===== config.mk =====
export PLATFORM = sky130hd
export DESIGN_NAME = fetch_unit
export DESIGN_NICKNAME = d
export VERILOG_FILES = /design/src/rtl/Pipe_Buf_Reg_PKG.sv /design/src/rtl/fetch_buf.sv /design/src/rtl/fetch_unit.sv
export SDC_FILE = /design/constraint.sdc
export NUM_CORES = 1
export LEC_CHECK = 0
export CAP_MARGIN = 25
export CORE_ASPECT_RATIO = 1.1
export CORE_UTILIZATION = 40
export CTS_BUF_LIST = sky130_fd_sc_hd__clkbuf_8 sky130_fd_sc_hd__clkbuf_16
export DETAILED_ROUTE_END_ITERATION = 16
export SYNTH_ARGS = -nofsm -noshare
export SYNTH_HDL_FRONTEND = slang
export SYNTH_SLANG_ARGS = --single-unit

===== constraint.sdc =====
create_clock -name clk -period 6.5 [get_ports clk]
set_input_delay 0.975 -clock clk [delete_from_list [all_inputs] [get_ports clk]]
set_output_delay 0.975 -clock clk [all_outputs]
set_load 0.01 [all_outputs]

===== src/rtl/Pipe_Buf_Reg_PKG.sv =====
// Pipeline buffer register types shared by the fetch stage and decode.
//   if_id_reg     : IF/ID register contents {Curr_Pc, Curr_Instr}
//   fetch_entry_t : one fetch-buffer / tag-queue entry {pc, instr}
//   NOP_INSTR     : canonical bubble instruction (addi x0, x0, 0)
package Pipe_Buf_Reg_PKG;

    localparam int unsigned PC_BITS   = 9;
    localparam logic [31:0] NOP_INSTR = 32'h00000013;

    typedef struct packed {
        logic [PC_BITS-1:0] Curr_Pc;
        logic [31:0]        Curr_Instr;
    } if_id_reg;

    typedef struct packed {
        logic [PC_BITS-1:0] pc;
        logic [31:0]        instr;
    } fetch_entry_t;

endpackage


===== src/rtl/fetch_buf.sv =====
// DEPTH-entry FIFO of fetch_entry_t with synchronous clear.
//   clk, reset_n : clock, asynchronous active-low reset
//   i_clr        : empty the FIFO (wins over push/pop)
//   i_push/i_data: write an entry
//   i_pop        : drop the head entry
//   o_data       : head entry (meaningful only when o_count != 0)
//   o_count      : number of valid entries, 0..DEPTH
module fetch_buf
    import Pipe_Buf_Reg_PKG::*;
#(
    parameter int unsigned DEPTH = 2
) (
    input  logic                         clk,
    input  logic                         reset_n,
    input  logic                         i_clr,
    input  logic                         i_push,
    input  fetch_entry_t                 i_data,
    input  logic                         i_pop,
    output fetch_entry_t                 o_data,
    output logic [$clog2(DEPTH+1)-1:0]   o_count
);

    localparam int unsigned PTR_W = (DEPTH > 1) ? $clog2(DEPTH) : 1;
    localparam int unsigned CNT_W = $clog2(DEPTH + 1);

    fetch_entry_t     r_mem [DEPTH];
    logic [PTR_W-1:0] r_wr_ptr;
    logic [PTR_W-1:0] r_rd_ptr;
    logic [CNT_W-1:0] r_count;
    logic             w_pop;
    logic             w_push;

    function automatic logic [PTR_W-1:0] ptr_inc(input logic [PTR_W-1:0] p);
        return (p == PTR_W'(DEPTH - 1)) ? '0 : p + PTR_W'(1);
    endfunction

    // Guards keep the pointers sane even if a caller misbehaves.
    assign w_pop  = i_pop && (r_count != '0);
    assign w_push = i_push && ((r_count != CNT_W'(DEPTH)) || w_pop);

    always_ff @(posedge clk or negedge reset_n) begin
        if (!reset_n) begin
            r_wr_ptr <= '0;
            r_rd_ptr <= '0;
            r_count  <= '0;
        end else if (i_clr) begin
            r_wr_ptr <= '0;
            r_rd_ptr <= '0;
            r_count  <= '0;
        end else begin
            if (w_push) r_wr_ptr <= ptr_inc(r_wr_ptr);
            if (w_pop)  r_rd_ptr <= ptr_inc(r_rd_ptr);
            if (w_push && !w_pop)      r_count <= r_count + CNT_W'(1);
            else if (w_pop && !w_push) r_count <= r_count - CNT_W'(1);
        end
    end

    // Storage needs no reset: it is only read while r_count says it is valid.
    always_ff @(posedge clk) begin
        if (w_push && !i_clr) r_mem[r_wr_ptr] <= i_data;
    end

    assign o_data  = r_mem[r_rd_ptr];
    assign o_count = r_count;

endmodule


===== src/rtl/fetch_unit.sv =====
// Instruction-fetch stage: owns the PC, issues word fetches to a handshaked
// variable-latency instruction memory, buffers the returned words and drives IF/ID.
//   clk, reset_n           : clock, asynchronous active-low reset
//   stall                  : hold IF/ID, do not pop the fetch buffer
//   redirect_valid/_pc     : EX-resolved taken branch/jump, flushes the stage
//   imem_req_valid/_addr   : fetch request (addr is word aligned)
//   imem_req_ready         : memory accepts the request
//   imem_rsp_valid/_data   : in-order read data, >= 1 cycle after acceptance
//   if_id, if_id_valid     : IF/ID register and its valid flag (0 = bubble)
module fetch_unit
    import Pipe_Buf_Reg_PKG::*;
#(
    parameter int unsigned PC_W  = 9,
    parameter int unsigned DEPTH = 2
) (
    input  logic            clk,
    input  logic            reset_n,
    input  logic            stall,
    input  logic            redirect_valid,
    input  logic [PC_W-1:0] redirect_pc,
    output logic            imem_req_valid,
    output logic [PC_W-1:0] imem_req_addr,
    input  logic            imem_req_ready,
    input  logic            imem_rsp_valid,
    input  logic [31:0]     imem_rsp_data,
    output if_id_reg        if_id,
    output logic            if_id_valid
);

    localparam int unsigned  CNT_W = $clog2(DEPTH + 1);
    localparam logic [CNT_W:0] SLOTS = (CNT_W + 1)'(DEPTH);

    typedef enum logic [0:0] {StFetch, StDrain} state_e;

    state_e           r_state;
    logic [PC_W-1:0]  r_fetch_pc;
    if_id_reg         r_if_id;
    logic             r_if_id_valid;

    logic [CNT_W-1:0] w_outstanding;
    logic [CNT_W-1:0] w_count;
    logic [CNT_W-1:0] w_out_after;
    logic [CNT_W:0]   w_inflight;
    fetch_entry_t     w_tag_in;
    fetch_entry_t     w_tag_head;
    fetch_entry_t     w_fifo_in;
    fetch_entry_t     w_fifo_head;
    logic             w_pop;
    logic             w_credit;
    logic             w_req_fire;
    logic             w_rsp_take;
    logic             w_push;
    logic             w_unused_tag_instr;

    assign w_pop = !stall && !redirect_valid && (w_count != '0);

    // Credit: buffered + in-flight never exceeds DEPTH, so every response has a slot.
    assign w_inflight = {1'b0, w_outstanding} + {1'b0, w_count};
    assign w_credit   = (w_inflight < SLOTS) || ((w_inflight == SLOTS) && w_pop);

    assign imem_req_valid = reset_n && (r_state == StFetch) && !redirect_valid && w_credit;
    assign imem_req_addr  = r_fetch_pc;
    assign w_req_fire     = imem_req_valid && imem_req_ready;

    // Responses with nothing outstanding are strays and are ignored.
    assign w_rsp_take  = imem_rsp_valid && (w_outstanding != '0);
    assign w_push      = w_rsp_take && (r_state == StFetch);
    assign w_out_after = w_outstanding - CNT_W'(w_rsp_take);

    // Tag queue: its occupancy is the outstanding-request count.
    assign w_tag_in = '{pc: PC_BITS'(r_fetch_pc), instr: '0};

    fetch_buf #(
        .DEPTH (DEPTH)
    ) u_tag_q (
        .clk     (clk),
        .reset_n (reset_n),
        .i_clr   (1'b0),
        .i_push  (w_req_fire),
        .i_data  (w_tag_in),
        .i_pop   (w_rsp_take),
        .o_data  (w_tag_head),
        .o_count (w_outstanding)
    );

    assign w_unused_tag_instr = ^w_tag_head.instr;

    assign w_fifo_in = '{pc: w_tag_head.pc, instr: imem_rsp_data};

    fetch_buf #(
        .DEPTH (DEPTH)
    ) u_data_q (
        .clk     (clk),
        .reset_n (reset_n),
        .i_clr   (redirect_valid),
        .i_push  (w_push),
        .i_data  (w_fifo_in),
        .i_pop   (w_pop),
        .o_data  (w_fifo_head),
        .o_count (w_count)
    );

    always_ff @(posedge clk or negedge reset_n) begin
        if (!reset_n) begin
            r_state       <= StFetch;
            r_fetch_pc    <= '0;
            r_if_id       <= '{Curr_Pc: '0, Curr_Instr: NOP_INSTR};
            r_if_id_valid <= 1'b0;
        end else if (redirect_valid) begin
            r_fetch_pc    <= redirect_pc;
            r_state       <= (w_out_after != '0) ? StDrain : StFetch;
            r_if_id       <= '{Curr_Pc: '0, Curr_Instr: NOP_INSTR};
            r_if_id_valid <= 1'b0;
        end else begin
            if (w_req_fire) r_fetch_pc <= r_fetch_pc + PC_W'(4);
            if ((r_state == StDrain) && (w_out_after == '0)) r_state <= StFetch;
            if (!stall) begin
                if (w_count != '0) begin
                    r_if_id       <= '{Curr_Pc: w_fifo_head.pc, Curr_Instr: w_fifo_head.instr};
                    r_if_id_valid <= 1'b1;
                end else begin
                    r_if_id_valid <= 1'b0;
                end
            end
        end
    end

    assign if_id       = r_if_id;
    assign if_id_valid = r_if_id_valid;

endmodule

==> results_dict.tcl <==
set metrics [dict create \
    post_cts_buffers 0 \
    clkPwrFrac 0.383 \
    comb_power_share 0.148 \
    hold_violations 0 \
    rows 47 \
    arrival_ps 3160 \
    setup_viol 0 \
    grt_pass1_wl_microns 18600 \
    die_width_microns 120 \
    worst_clock_skew_ps 5.62 \
    yosysWarnings 0 \
    synth_commonest_cells "edfxtp_1, dfrtp_1, mux2i_1, o2bb2ai_1, nor2_1" \
    area_growth_pct 30.5 \
    synth-main-ff-cell "edfxtp_1" \
    grt_setup_unrepaired "false" \
    die_h_microns 132 \
    cellPowerDensity_nw_per_um2 344 \
    cp-end-kind "primary output" \
    synth-async-reset-ratio 0.375 \
    syn_nets 413 \
    detailedPlacementHpwl_microns 7000 \
    grt_pass1_vias 3518 \
    finalCritPeriodShare 0.637 \
    antenna_found_initial 0 \
    synth_area_per_cell_sq_um 16.9 \
    leakage_uw 0.00282 \
    largest_reg_flops 82 \
    tightest_slew_ps 811 \
    yosysMostFrequentCell "edfxtp_1" \
    h-tree-depth 4 \
    drc 0 \
    synth_area_leaders "edfxtp_1, dfrtp_1, mux2i_1" \
    seqPwrFrac 0.469 \
    grt.total_usage 0.156 \
    numPortBuffers 98 \
    min_period_ps 4140 \
    critPathRequiredTime_ps 5520 \
    root_buffer "clkbuf_16" \
    cp_max_fo 19 \
    cts_tree "yes" \
    clk_latency_ps 410 \
    drtIter0Drc 266 \
    holdWs_ps 487 \
    core-area_sq_um 15000 \
    path_clk_slew_ps 60 \
    hold_buffers 0 \
    clkSinkCount 160 \
    clk_path_buf_depth 2 \
    pin_count 99 \
    dr.pass1.iters 4 \
    p_sw_uw 665 \
    place_congestion 0.840 \
    routed_wl_microns 11500 \
    yosysSeqAreaShare 0.738 \
    start_util 0.407 \
    antennaDiodeCount 0 \
    numCtsBuffers 17 \
    drive_above_1_share 0.138 \
    slew_viol_final 0 \
    setup_tns_ps 0 \
    p_int_uw 2070 \
    worst_setup_path_start_kind "input pin" \
    status "completed" \
    max_freq_ghz 0.242 \
    vdd_ir_drop_max_mv 0.173 \
    p_total_uw 2740 \
    ant_nets 0 \
    synth_edf_count 100 \
    syn_inst 362 \
    fill_cells 1243 \
    grt_overflow 0 \
    slew_headroom 0.459 \
    synth.cell_area_sq_um 6100 \
    die_area_sq_um 15800 \
    fin_nets 516 \
    swShare 0.243 \
    synth_seq_cells 160 \
    cts_resized 0 \
    hold_path.class "flop to flop" \
    drv_cap 0 \
    criticalPathCategory "input pin to primary output" \
    detail_route.wl_per_cell_microns 17.0 \
    synth_cell_type_count 47 \
    grt_max_degree 61 \
    vias_per_cell 5.12 \
    yosysTopAreaCell "edfxtp_1" \
    yosysTopAreaCellShare 0.492 \
    vias 3453 \
]
routing by layer:
layer,track usage,vias up,part of all wire,wire (microns)
met5,0,-,0,0
met2,0.250,112,0.48,5510
met3,0.0404,13,0.048,548
met1,0.202,1706,0.46,5250
met4,0.0625,0,0.014,157
li1,-,1622,-,-
stage by stage:
stage / cells / instance area, sq um / setup slack (ps) / util
2_1_floorplan: 362 / 6100 / 2690 / -
3_3_place_gp: 640 / 7280 / 2410 / 0.486
3_5_place_dp: 641 / 7300 / 2390 / 0.487
4_1_cts: 673 / 7940 / 2370 / 0.530
5_1_grt: 674 / 7960 / 2220 / 0.531
6_report: 674 / 7960 / 2360 / 0.531
critical path, cell delays in order:
cell and delay (ps):
clkdlybuf4s50_1 820, nor4b_4 620, nor2b_1 200, clkdlybuf4s50_1 550
cell families (layout without fill, tap and decap cells):
family / count (synthesis) / after routing / share of synthesized area
muxes: 52 / 52 / 0.0881
xor gates and xnor gates: 7 / 7 / 0.0100
AOI/OAI and AO/OA: 65 / 65 / 0.0892
adders and majority gates: 4 / 4 / 0.00943
and+or+nand+nor: 48 / 48 / 0.0465
buffers and inverters: 26 / 142 / 0.0182
DFF: 160 / 160 / 0.738
power by group through the flow:
stage	Combinational (uW)	Clock [uW]	Sequential (uW)
global placement	398	0	1300
finish	406	1050	1290
detailed placement	408	0	1300
global route	444	1110	1300
CTS	411	1070	1290
floorplan	250	0	1290
final timing paths:
path	to	slack, ps	from	depth (start not counted)
setup / recovery	imem_req_valid	2360	redirect_valid	4
hold / removal	u_tag_q.r_wr_ptr	490	u_tag_q.r_wr_ptr	1
setup reg to reg	u_tag_q.r_mem[0][1]	3430	u_data_q.o_count[0]	6
hold reg to reg	u_tag_q.r_wr_ptr	490	u_tag_q.r_wr_ptr	1
max in group asynchronous	u_data_q.r_rd_ptr	5070	reset_n	2
min in group asynchronous	if_id[27]	850	reset_n	2
cell usage in the layout (no fill, tap or decap), types with 3 or more instances in the layout:
cell type	synthesis	routed
edfxtp_1	100	100
clkdlybuf4s50_1	0	97
dfrtp_1	57	56
mux2i_1	38	38
o2bb2ai_1	38	38
clkbuf_16	0	17
mux2_2	14	14
nor2_1	15	14
nand2_1	8	8
inv_1	5	5
clkinv_4	0	5
nand3_1	4	4
a31oi_1	4	4
o22a_1	4	4
xnor2_1	4	4
bufinv_16	0	4
buf_4	0	4
nor2b_1	4	3
o31ai_1	3	3
or4_1	3	3
a21oi_1	3	3
xor2_1	3	3
o311ai_1	3	3
ha_1	3	3
clkinv_2	0	3
dfstp_2	3	3
cell type report:
| type | instances | area (sq um) | area share |
|---|---|---|---|
| Clock inverter | 13 | 186 | 0.0234 |
| Inverter | 6 | 22.5 | 0.00283 |
| Sequential cell | 160 | 4510 | 0.566 |
| Timing Repair Buffer | 104 | 1050 | 0.131 |
| Tap cell | 196 | 245 | 0.0308 |
| Clock buffer | 19 | 453 | 0.0569 |
| Multi-Input combinational cell | 176 | 1500 | 0.189 |
Power figures use the tool's default switching activity.
==> variant 1 (config.mk and constraints unchanged) <==
`DEPTH` is set to 2 in 2 places; all go to 1.
--- a/src/rtl/fetch_buf.sv
+++ b/src/rtl/fetch_buf.sv
@@ -10,3 +10,3 @@
 #(
-    parameter int unsigned DEPTH = 2
+    parameter int unsigned DEPTH = 1
 ) (
--- a/src/rtl/fetch_unit.sv
+++ b/src/rtl/fetch_unit.sv
@@ -13,3 +13,3 @@
     parameter int unsigned PC_W  = 9,
-    parameter int unsigned DEPTH = 2
+    parameter int unsigned DEPTH = 1
 ) (
Formal check against the unedited RTL: not equivalent (a bounded check fails within 4 cycles, from zero or initial values and one cycle with reset_n low).
==> variant 1 against the unedited design <==
Maximum frequency grew 7.0%; wire length is 37% lower; combinational power shrank 75%; sequential share of layout area increased by 1.6 points; largest cell class unchanged; hold slack worse by 0.062 ns; area after synthesis is 41% lower; cell area down 38%; power down 57%; sequential cell count down 56; setup slack improved by 0.27 ns; critical path type unchanged; cell count shrank 36%.
==> variant 1: results (changes against the unedited design) <==
Count of filler cells inserted in the layout - 737 (-41%)
Met2 Resource Use GR - 26.1% (+1.1 points)
Final Routed Wirelength - 7.25 mm (-37%)
Cell types with the highest counts after synthesis - dfrtp_1, edfxtp_1, a22o_1
Initial DRT Pass Iterations - 10 (+6)
Final worst hold slack - 0.425 ns (-0.0617 ns)
GRT Overall Usage - 15.7% (+0.11 points)
Metal-1 WL - 3.09 mm (-41%)
First-pass GRT wire length - 11.1 mm (-40%)
Pin count of the biggest net entering global routing - 58 (-4.9%)
FF-to-FF End - imem_req_addr[4]
Met3 track utilization from global routing - 4.61% (+0.58 points)
Depth of the worst register-to-register path - 5 (-1)
Detail Route met3 WL - 335 um (-39%)
Worst endpoint data arrival time - 2.89 ns (-0.27 ns)
H-tree depth reported by CTS - 3 (-1)
Number of vias per cell after detailed routing - 5.14 (+0.38%)
Violation count after the first detailed-route iteration - 71 (-73%)
Final weighted congestion in routability-driven placement - 0.773 (-7.9%)
Area of the multi-input gates - 739 sq um (-51%)
CTS clock-pin slew for the worst setup and hold paths - 0.08 ns (+0.02 ns)
Post-route clock skew - 0.0113 ns (+0.00569 ns)
Comb power - 0.102 mW (-75%)
Clock power share - 29.2% (-9.1 points)
Parity-gate share of the synthesized area counting xor and xnor cells - 0% (-1.0 points)
Hold endpoint - u_data_q.r_mem[0][39]
Sequential cell area fraction in the yosys report - 78.6% (+4.8 points)
Count of flip-flops with a built-in enable after synthesis - 50 (-50%)
Worst slack at placement - 2.61 ns (+0.226 ns)
Clock tree root driver cell - clkbuf_8
Async set-reset flop share out of synthesis - 51.9% (+14 points)
Net count of the mapped netlist - 263 (-36%)
Average cell area after synthesis - 17.0 sq um (+0.65%)
Synth area leaders - edfxtp_1, dfrtp_1, a22o_1
Net total in the final layout - 364 (-29%)
Number of clock buffers inserted by TritonCTS - 9 (-8)
CP max stage delay - 0.75 ns (-0.07 ns)
Share of layout cells above drive strength 1 - 8.44% (-5.4 points)
Post-synthesis cell type count - 30 (-36%)
Detailed-routed wire length on met2 - 3.66 mm (-34%)
Status - finished clean
Min-Delay Path Depth - 0 (-1)
Reported net switching power - 0.269 mW (-60%)
Multiplexer fraction of the synthesized cell area - 0.896% (-7.9 points)
Compound-Gate Fraction of Synth Area - 12.8% (+3.9 points)
Launch instance of the worst min-delay path - u_tag_q.r_mem[0][7]
Launch point of the worst reg-to-reg path - u_data_q.o_count
M1 GR Usage - 19.3% (-0.92 points)
Max rail drop VDD - 0.000138 V (-20%)
Post-synth top flop - dfrtp_1
Highest fanout seen on the critical path - 17 (-2)
Standby leakage power - 1.91 nW (-32%)
variant 1: cell types whose count changed in the layout (fill, tap and decap cells not counted), moves of 5 or more:
cell and change:
nand3_1 +7, clkbuf_16 -17, clkbuf_8 +7, mux2i_1 -37, clkinv_4 -5, dfrtp_1 -5, a22o_1 +38, edfxtp_1 -50
mux2_2 -12, o2bb2ai_1 -38, nor2_1 -8
variant 1: worst max path at each step:
stage / startpoint / to / slack [ns] / cells after the start
global route: redirect_valid / imem_req_valid / 2.56 / 4
floorplan: redirect_valid / u_data_q.r_mem[0][0] / 0.11 / 3
detailed placement: redirect_valid / imem_req_valid / 2.61 / 4
finish: redirect_valid / imem_req_valid / 2.63 / 4
CTS: redirect_valid / imem_req_valid / 2.61 / 4
global placement: redirect_valid / imem_req_valid / 2.64 / 4
variant 1: layout make-up:
type	instances	share of cell area [%]
multi-input cells	98	15.1
well taps	114	2.91
clock inverters	7	0.842
inverters	1	0.0765
clock buffers	9	2.52
flip-flops and latches	104	58.2
repair buffers	101	20.4
==> variant 2 (same flow settings) <==
Without the edit above. Make the reset (`reset_n`) synchronous in 2 clocked blocks. Comments in the files are not updated.
--- a/src/rtl/fetch_buf.sv
+++ b/src/rtl/fetch_buf.sv
@@ -40,3 +40,3 @@
 
-    always_ff @(posedge clk or negedge reset_n) begin
+    always_ff @(posedge clk) begin
         if (!reset_n) begin
--- a/src/rtl/fetch_unit.sv
+++ b/src/rtl/fetch_unit.sv
@@ -102,3 +102,3 @@
 
-    always_ff @(posedge clk or negedge reset_n) begin
+    always_ff @(posedge clk) begin
         if (!reset_n) begin
Behaviour: differs if reset_n is asserted again (counterexample within 4 cycles, from zero or initial values and one cycle with reset_n low); with reset_n held inactive, the same outputs for 4 cycles.
==> variant 2 against the unedited design <==
Power shrank 6.8%; critical path depth grew 1; area after synthesis shrank 3.0%; setup slack gained 0.18 ns; via count grew 2.8%; highest routed layer unchanged; die area shrank 2.9%; wire length shrank 4.1%; cell count grew 5.9%; sequential cell count grew 1; non-clock buffer count shrank 1; cell area shrank 2.7%; combinational power shrank 17%.
==> variant 2: results (changes against the unedited design) <==
Area taken by flip-flops and latches - 4230 sq um (-6.3%)
Detail Route met3 WL - 488 um (-11%)
Largest family of logic cells by synthesized area - multiplexers
Pin count of the biggest net entering global routing - 78 (+28%)
Clock power share - 38.4% (about the same)
Post-synthesis cell type count - 37 (-21%)
Average cell area after synthesis - 14.4 sq um (-14%)
Count of non-CTS buffers in the layout - 103 (-0.96%)
Async set-reset flop share out of synthesis - 0% (-38 points)
Synthesized-area fraction occupied by adder cells - 1.18% (+0.24 points)
Post-route clock skew - 0.00705 ns (+0.00143 ns)
Net total in the final layout - 561 (+8.7%)
Post-placement cell area - 7120 sq um (-2.6%)
Worst slack at placement - 2.54 ns (+0.157 ns)
Final-layout non-clock buffer area share - 13.4% (+0.27 points)
Final weighted congestion in routability-driven placement - 0.855 (+1.8%)
Count of filler cells inserted in the layout - 1,207 (-2.9%)
Synth area leaders - edfxtp_1, dfxtp_1, mux2i_1
Highest fanout seen on the critical path - 11 (-8)
Sequential cell area fraction in the yosys report - 71.3% (-2.5 points)
Met3 track utilization from global routing - 4.45% (+0.41 points)
Clock tree buffer count of the final layout - 21 (+2)
Non-clock inverter instance count of the final layout - 3 (-3)
Placed wire-length estimate after detailed placement - 6.93 mm (-1.0%)
Area of the multi-input gates - 1630 sq um (+8.5%)
Finished Core Util - 53.6% (+0.51 points)
Routed via count - 3,549 (+2.8%)
Standby leakage power - 2.46 nW (-13%)
Part of the power in registers - 48.5% (+1.6 points)
Metal-1 WL - 4.99 mm (-5.0%)
Status - finished clean
Relative area of clock buffers and inverters in the final design - 7.77% (-0.26 points)
Parity-gate share of the synthesized area counting xor and xnor cells - 0.887% (-0.12 points)
GRT Overall Usage - 15.6% (-0.035 points)
Sequential power - 1.24 mW (-4%)
Compound-Gate Fraction of Synth Area - 8.98% (+0.062 points)
Multi-input gates - 223 (+27%)
Design internal power - 1.96 mW (-5.7%)
Post-placement cell count - 681 (+6.2%)
Share of layout cells above drive strength 1 - 9.77% (-4.0 points)
Relative slew margins - 47.6% (+1.7 points)
## variant 2: cell count changes in the layout (fill, tap and decap cells not counted), sizes merged, moves of 6 or more
cell / delta
dfrtp: -57
o2bb2ai: -38
mux2i: +6
o21ai: +13
a211oi: +38
nor2: +32
dfxtp: +61
## variant 2: path summary, 6_finish.rpt
check	start	end	slack, ns	depth (start not counted)
worst min register to register	u_tag_q.r_wr_ptr	u_tag_q.r_wr_ptr	0.49	2
worst max register to register	u_tag_q.o_count[0]	u_tag_q.r_mem[0][1]	3.54	6
worst min-delay path	u_tag_q.r_wr_ptr	u_tag_q.r_wr_ptr	0.49	2
worst max-delay path	stall	imem_req_valid	2.55	5
## variant 2: critical path, cell delays in order
cell	delay, ns
clkdlybuf4s50_1	0.54
o21bai_1	0.40
o31ai_1	0.35
and2_1	0.18
clkdlybuf4s50_1	0.53
